$ cat config.mk
export PLATFORM = sky130hd
export DESIGN_NAME = ps2_tx_flat
export DESIGN_NICKNAME = d
export VERILOG_FILES = /design/src/rtl/ps2_tx_if.sv /design/src/rtl/ps2_tx.sv /design/src/flat_wrapper.sv
export SDC_FILE = /design/constraint.sdc
export NUM_CORES = 1
export LEC_CHECK = 0
export BUFFER_PORTS_ARGS = -buffer_cell sky130_fd_sc_hd__buf_2
export CAP_MARGIN = 25
export CORE_UTILIZATION = 41
export CTS_BUF_LIST = sky130_fd_sc_hd__clkbuf_2
export DETAILED_ROUTE_END_ITERATION = 12
export GPL_TIMING_DRIVEN = 0
export PLACE_DENSITY = 0.65
export SYNTH_ARGS = -nofsm -noshare
export SYNTH_HDL_FRONTEND = slang
export SYNTH_SLANG_ARGS = --single-unit
$ cat constraint.sdc
create_clock -name clk -period 1.6 [get_ports clk]
set_input_delay 0 -clock clk [delete_from_list [all_inputs] [get_ports clk]]
set_output_delay 0 -clock clk [all_outputs]
set_load 0.01 [all_outputs]
$ cat src/rtl/ps2_tx_if.sv
// Host-side and pin-side signal bundle for the PS/2 host-to-device transmitter.
//
// Handshake: start is a request that is taken only while the transmitter is
// idle (busy, done and err all low); a request at any other time is dropped,
// never queued. data must be valid on the cycle start is taken. Completion is
// a one-cycle pulse on done (ACK seen) or err (err_code says why); busy is
// high from the cycle after acceptance until that pulse.
interface ps2_tx_if;
    logic [7:0] data;
    logic       start;
    logic       busy;
    logic       done;
    logic       err;
    logic [1:0] err_code;
    logic       ps2_clk_in;
    logic       ps2_data_in;
    logic       ps2_clk_oe;
    logic       ps2_data_oe;
    logic [2:0] state_dbg;

    modport master (
        output data, start, ps2_clk_in, ps2_data_in,
        input  busy, done, err, err_code, ps2_clk_oe, ps2_data_oe, state_dbg
    );

    modport slave (
        input  data, start, ps2_clk_in, ps2_data_in,
        output busy, done, err, err_code, ps2_clk_oe, ps2_data_oe, state_dbg
    );
endinterface

$ cat src/rtl/ps2_tx.sv
// PS/2 host-to-device transmitter: request-to-send, shift out one byte on
// device clock falls, check ACK, wait for the bus to go idle.
module ps2_tx #(
    parameter int INHIBIT_CYCLES = 5000,
    parameter int TIMEOUT_CYCLES = 750_000,
    parameter int FILTER_LEN     = 8
) (
    input  logic     clk,
    input  logic     rst_n,
    ps2_tx_if.slave  bus
);

    localparam int IW = $clog2(INHIBIT_CYCLES + 1);
    localparam int WW = $clog2(TIMEOUT_CYCLES + 1);
    localparam int FW = $clog2(FILTER_LEN + 1);

    typedef enum logic [2:0] {
        S_IDLE, S_INHIBIT, S_REQ, S_SEND, S_ACK, S_WAIT_IDLE, S_DONE, S_FAIL
    } state_t;

    state_t         state, state_d;
    logic           clk_s1, clk_s2, data_s1, data_s2;
    logic           clk_filt;
    logic [FW-1:0]  flt_cnt;
    logic           fall;
    logic [IW-1:0]  inh_cnt;
    logic [WW-1:0]  wd_cnt;
    logic [3:0]     bit_cnt;
    logic [8:0]     shreg;
    logic           tx_oe;
    logic [1:0]     err_code;
    logic           accept;
    logic           timeout;
    logic           inh_last;
    logic           watch;
    logic [1:0]     fail_code;

    // Two-flop synchronizers; lines idle high so reset to 1.
    always_ff @(posedge clk or negedge rst_n) begin
        if (!rst_n) begin
            clk_s1  <= 1'b1;
            clk_s2  <= 1'b1;
            data_s1 <= 1'b1;
            data_s2 <= 1'b1;
        end else begin
            clk_s1  <= bus.ps2_clk_in;
            clk_s2  <= clk_s1;
            data_s1 <= bus.ps2_data_in;
            data_s2 <= data_s1;
        end
    end

    // Glitch filter: accept a clock level change after FILTER_LEN equal samples; pulse fall on 1->0.
    always_ff @(posedge clk or negedge rst_n) begin
        if (!rst_n) begin
            clk_filt <= 1'b1;
            flt_cnt  <= '0;
            fall     <= 1'b0;
        end else begin
            fall <= 1'b0;
            if (clk_s2 == clk_filt) begin
                flt_cnt <= '0;
            end else if (flt_cnt == FW'(FILTER_LEN - 1)) begin
                clk_filt <= clk_s2;
                flt_cnt  <= '0;
                fall     <= clk_filt;
            end else begin
                flt_cnt <= flt_cnt + 1'b1;
            end
        end
    end

    // FSM state register.
    always_ff @(posedge clk or negedge rst_n) begin
        if (!rst_n) state <= S_IDLE;
        else        state <= state_d;
    end

    // Next-state logic; fail_code records why a FAIL transition happens.
    always_comb begin
        state_d   = state;
        accept    = 1'b0;
        fail_code = 2'd1;
        timeout   = (wd_cnt == WW'(TIMEOUT_CYCLES - 1)) && !fall;
        inh_last  = (inh_cnt == IW'(INHIBIT_CYCLES - 1));
        watch     = (state == S_REQ) || (state == S_SEND) ||
                    (state == S_ACK) || (state == S_WAIT_IDLE);
        case (state)
            S_IDLE: begin
                if (bus.start) begin
                    accept  = 1'b1;
                    state_d = S_INHIBIT;
                end
            end
            S_INHIBIT: begin
                if (inh_last) state_d = S_REQ;
            end
            S_REQ: begin
                if (timeout) state_d = S_FAIL;
                else         state_d = S_SEND;
            end
            S_SEND: begin
                if (timeout)                       state_d = S_FAIL;
                else if (fall && bit_cnt == 4'd9)  state_d = S_ACK;
            end
            S_ACK: begin
                if (timeout) begin
                    state_d = S_FAIL;
                end else if (fall) begin
                    if (data_s2) begin
                        fail_code = 2'd2;
                        state_d   = S_FAIL;
                    end else begin
                        state_d = S_WAIT_IDLE;
                    end
                end
            end
            S_WAIT_IDLE: begin
                if (timeout) begin
                    fail_code = 2'd3;
                    state_d   = S_FAIL;
                end else if (clk_s2 && data_s2) begin
                    state_d = S_DONE;
                end
            end
            S_DONE:  state_d = S_IDLE;
            S_FAIL:  state_d = S_IDLE;
            default: state_d = S_IDLE;
        endcase
    end

    // Datapath: inhibit timer, watchdog, bit shifter and error code.
    always_ff @(posedge clk or negedge rst_n) begin
        if (!rst_n) begin
            inh_cnt  <= '0;
            wd_cnt   <= '0;
            bit_cnt  <= '0;
            shreg    <= '0;
            tx_oe    <= 1'b0;
            err_code <= 2'd0;
        end else begin
            if (accept) begin
                shreg    <= {~^bus.data, bus.data};
                err_code <= 2'd0;
                bit_cnt  <= '0;
                inh_cnt  <= '0;
                tx_oe    <= 1'b1;
            end else if (state == S_INHIBIT) begin
                inh_cnt <= inh_cnt + 1'b1;
            end

            if (watch) wd_cnt <= fall ? '0 : wd_cnt + 1'b1;
            else       wd_cnt <= '0;

            if (state == S_SEND && fall) begin
                bit_cnt <= bit_cnt + 1'b1;
                if (bit_cnt < 4'd9) begin
                    tx_oe <= ~shreg[0];
                    shreg <= shreg >> 1;
                end else begin
                    tx_oe <= 1'b0;
                end
            end

            if (state_d == S_FAIL) err_code <= fail_code;
        end
    end

    assign bus.ps2_clk_oe  = (state == S_INHIBIT);
    assign bus.ps2_data_oe = ((state == S_INHIBIT) && inh_last) ||
                             (state == S_REQ) ||
                             ((state == S_SEND) && tx_oe);
    assign bus.busy        = (state == S_INHIBIT) || (state == S_REQ) ||
                             (state == S_SEND) || (state == S_ACK) ||
                             (state == S_WAIT_IDLE);
    assign bus.done        = (state == S_DONE);
    assign bus.err         = (state == S_FAIL);
    assign bus.err_code    = err_code;
    assign bus.state_dbg   = state;

endmodule

$ cat src/flat_wrapper.sv
// flat-port wrapper written by rule: the top's interface ports become plain ports
module ps2_tx_flat 
#(
    parameter int INHIBIT_CYCLES = 5000,
    parameter int TIMEOUT_CYCLES = 750_000,
    parameter int FILTER_LEN     = 8
)
  (clk, rst_n, bus_data, bus_start, bus_ps2_clk_in, bus_ps2_data_in, bus_busy, bus_done, bus_err, bus_err_code, bus_ps2_clk_oe, bus_ps2_data_oe, bus_state_dbg);
  ps2_tx_if bus_i ();
  input  logic clk;
  input  logic rst_n;
  input wire logic [$bits(bus_i.data)-1:0] bus_data;
  input wire logic [$bits(bus_i.start)-1:0] bus_start;
  input wire logic [$bits(bus_i.ps2_clk_in)-1:0] bus_ps2_clk_in;
  input wire logic [$bits(bus_i.ps2_data_in)-1:0] bus_ps2_data_in;
  output wire logic [$bits(bus_i.busy)-1:0] bus_busy;
  output wire logic [$bits(bus_i.done)-1:0] bus_done;
  output wire logic [$bits(bus_i.err)-1:0] bus_err;
  output wire logic [$bits(bus_i.err_code)-1:0] bus_err_code;
  output wire logic [$bits(bus_i.ps2_clk_oe)-1:0] bus_ps2_clk_oe;
  output wire logic [$bits(bus_i.ps2_data_oe)-1:0] bus_ps2_data_oe;
  output wire logic [$bits(bus_i.state_dbg)-1:0] bus_state_dbg;
  assign bus_i.data = bus_data;
  assign bus_i.start = bus_start;
  assign bus_i.ps2_clk_in = bus_ps2_clk_in;
  assign bus_i.ps2_data_in = bus_ps2_data_in;
  assign bus_busy = bus_i.busy;
  assign bus_done = bus_i.done;
  assign bus_err = bus_i.err;
  assign bus_err_code = bus_i.err_code;
  assign bus_ps2_clk_oe = bus_i.ps2_clk_oe;
  assign bus_ps2_data_oe = bus_i.ps2_data_oe;
  assign bus_state_dbg = bus_i.state_dbg;
  ps2_tx #(.INHIBIT_CYCLES(INHIBIT_CYCLES), .TIMEOUT_CYCLES(TIMEOUT_CYCLES), .FILTER_LEN(FILTER_LEN)) u_core (.clk(clk), .rst_n(rst_n), .bus(bus_i));
endmodule
==> results.cfg <==
[status]
status = finished with violations
violations = setup timing

[sta]
fmaxAchievable_mhz = 530.9
rsz0062_at_grt = true
setup_slack_ps = -283.7
max_slew_margin_pct = 77.10
post-route-period-util_pct = 117.7
fin_crit_ps = 1884
worstMarginPinSlew_ps = 341.0
finalHoldViolCount = 0
slew_violations = 0
fin_skew_ps = 29.32
setup_viol = 27

[place]
port_buffers = 22
dp_hpwl_um = 4150
gp_congestion = 0.8222
dp.cells = 438
dp_slack_ps = -280.8

[cells_and_area]
layoutNonFillerInstCount = 517
final_nets = 432
drive_above_1_share_pct = 37.08
area_delta_synth_final_pct = 43.08
diodes = 0
num-fill-cells = 596

[clock_network]
tritoncts = yes
path_clk_slew_ps = 190
clkLatencyLatePin_ps = 500
ctsLongestPathBuffers = 2
cts_root_buf = clkbuf_2
clock_sinks = 62
h-tree-depth = 3
cts_inserted_buffers = 9

[power_and_ir_drop]
p_per_area_nw_per_um2 = 1010
swShare_pct = 30.53
p_sw_uw = 1364
p_comb_share_pct = 32.8
sequentialPowerShare_pct = 42.3
leakagePower_uw = 0.001912
internal-power_uw = 3104
pwr-share-clk_pct = 24.9
peakVddDrop_uv = 730.0

[die]
io_pins = 23
die_h_um = 88.82
floorplan.initialDensity_pct = 42.61
dieArea_um2 = 7889
core_area_um2 = 7253
rows = 31
die_x_um = 88.82

[synthesis]
yosysUniqueCellTypes = 41
synthArstFlopShare_pct = 100.0
syn_avg_cell_area_um2 = 9.780
ys_ff_latch = 62
netlist_area_um2 = 3090
yosysTopAreaCellShare_pct = 46.15
ys_seq_area_share_pct = 50.40
synthFlopType = dfrtp_1
syn-instance-count = 316
ys_warn_count = 0
syn_nets = 335
synthTopCellsByArea = dfrtp_1, xnor2_1, nor2_1, dfstp_2, o21ai_0
yosysTopAreaCell = dfrtp_1
synth-edff-count = 0

[setup_path]
critPathCaptureType = output port
worstPathArrival_ps = 1880
crit_required_ps = 1600
crit_slowest_cell = dfrtp_2
critPathMaxFanout = 2
max_stage_delay_ps = 460
start_kind = flop
worstSetupPathType = flop to output port
crit_chain = nor4b_2, nand4b_1, o21ai_1, nor2b_2, buf_2

[routing]
drt_pass1_iterations = 4
drtIter0Drc = 107
routed_via_density = 5.195
drc = 0
vias = 2686
ant_nets = 0
wl_um = 7542
wire_per_inst_um = 14.59

[grt]
grt_pass1_vias = 2597
grt_max_degree = 40
grt_pass1_wl_um = 11730
grt_usage_pct = 19.78
antenna_found_initial = 0
overflow = 0

[flow_run]
maxCapViolations = 0

[min_path]
hold_path_class = input pin to flop
## synth_stat cells (all sizes together), types with 3 or more instances
cell	count
dfrtp	57
nor2	36
nand2	27
o21ai	26
xnor2	22
xor2	13
a21oi	12
nand3	12
nand4	10
and3	9
inv	9
mux2i	9
nor3	9
and2	6
clkbuf	6
ha	6
buf	5
dfstp	5
nor2b	4
nor4b	4
or3	4
and4	3
nor3b	3
## final cells by class
type | instances | area [µm²] | share of cell area, %
Buffer | 8 | 85.08 | 1.924
Timing Repair Buffer | 89 | 779.5 | 17.63
Clock buffer | 10 | 50.05 | 1.132
Multi-Input combinational cell | 234 | 1694 | 38.31
Inverter | 9 | 36.28 | 0.8206
Tap cell | 99 | 123.9 | 2.801
Clock inverter | 6 | 86.33 | 1.952
Sequential cell | 62 | 1567 | 35.43
## placed cells by master (no fill, tap or decap), drive strengths merged, types with 3 or more instances in the layout
cell type    instances
buf                 80
dfrtp               57
nor2                36
nand2               27
o21ai               26
xnor2               22
dlygate4sd3         15
xor2                13
clkbuf              12
a21oi               12
nand3               12
nand4               10
mux2i                9
inv                  9
and3                 9
nor3                 9
and2                 6
ha                   6
dfstp                5
nor4b                4
nor2b                4
or3                  4
and4                 3
nor3b                3
clkinv               3
## registers in the layout, summed over array words and instances (netlist names)
signal                flops
u_core.bit_cnt            4
u_core.bus.err_code       2
u_core.bus.state_dbg      3
u_core.clk_filt           1
u_core.clk_s1             1
u_core.clk_s2             1
u_core.data_s1            1
u_core.data_s2            1
u_core.fall               1
u_core.flt_cnt            4
u_core.inh_cnt           13
u_core.shreg              9
u_core.tx_oe              1
u_core.wd_cnt            20
## critical path: cells and delay by family (launching register included)
family,cells,cell delay (ps)
simple gates,3,620
flops,1,460
compound gates,1,170
buf+inv,1,130
## per-layer routing
layer  global-route usage [%]  part of all wire [%]  up-vias  wire length [µm]
li1                         -                     -     1295                 -
met1                    25.70                    46     1322              3493
met2                    31.82                    49       57              3664
met3                    5.970                   3.5       12               264
met4                    6.158                   1.6        0               120
met5                        0                     0        -                 0
## cell families after synthesis
family          after synthesis  share of synthesized area, %
xor+xnor                     35                         9.919
fa+ha+maj                     6                         2.429
buf+inv                      20                         2.713
mux                          10                         3.279
simple gates                134                         22.31
flops                        62                         50.41
compound gates               49                         8.947
## final timing paths
kind | from | slack [ps] | to | cells after the start
setup / recovery | u_core.inh_cnt[3] | -280 | bus_ps2_data_oe | 5
hold / removal | bus_ps2_data_in | 150 | u_core.data_s1 | 2
setup reg to reg | u_core.bus.state_dbg[1] | -120 | u_core.inh_cnt[5] | 6
hold reg to reg | u_core.clk_s1 | 370 | u_core.clk_s2 | 0
max in group asynchronous | rst_n | 740 | u_core.clk_s2 | 4
min in group asynchronous | rst_n | 410 | u_core.inh_cnt[4] | 3
## per-stage QoR
step	hold slack (ps)	instance area (µm²)	total power, µW	util [%]	TNS [ps]
after floorplan	-295.6	3112	2400	-	-34.45
after global placement	104.5	3346	2604	46.13	-4334
after detailed placement	17.54	3366	2637	46.40	-5044
after CTS	94.59	4049	4098	55.82	-1342
after global routing	62.73	4422	4716	60.96	-6006
final	147.8	4422	4468	60.96	-1994
## power by group through the flow
stage,Clock (µW),Combinational [µW],Sequential [µW]
after floorplan,0,512,1890
after global placement,0,695,1910
after detailed placement,0,718,1920
after CTS,1150,1070,1880
after global routing,1230,1580,1910
final,1110,1460,1890
## repair_timing
item / in CTS / in global routing
gates cloned: 0 / 1
pin swaps: 21 / 27
setup endpoints to repair: 43 / 45
resized for setup: 58 / 63
hold buffers: 15 / 0
hold endpoints to repair: 71 / 0
buffers inserted: 32 / 22
(Power assumes the default switching activity.)
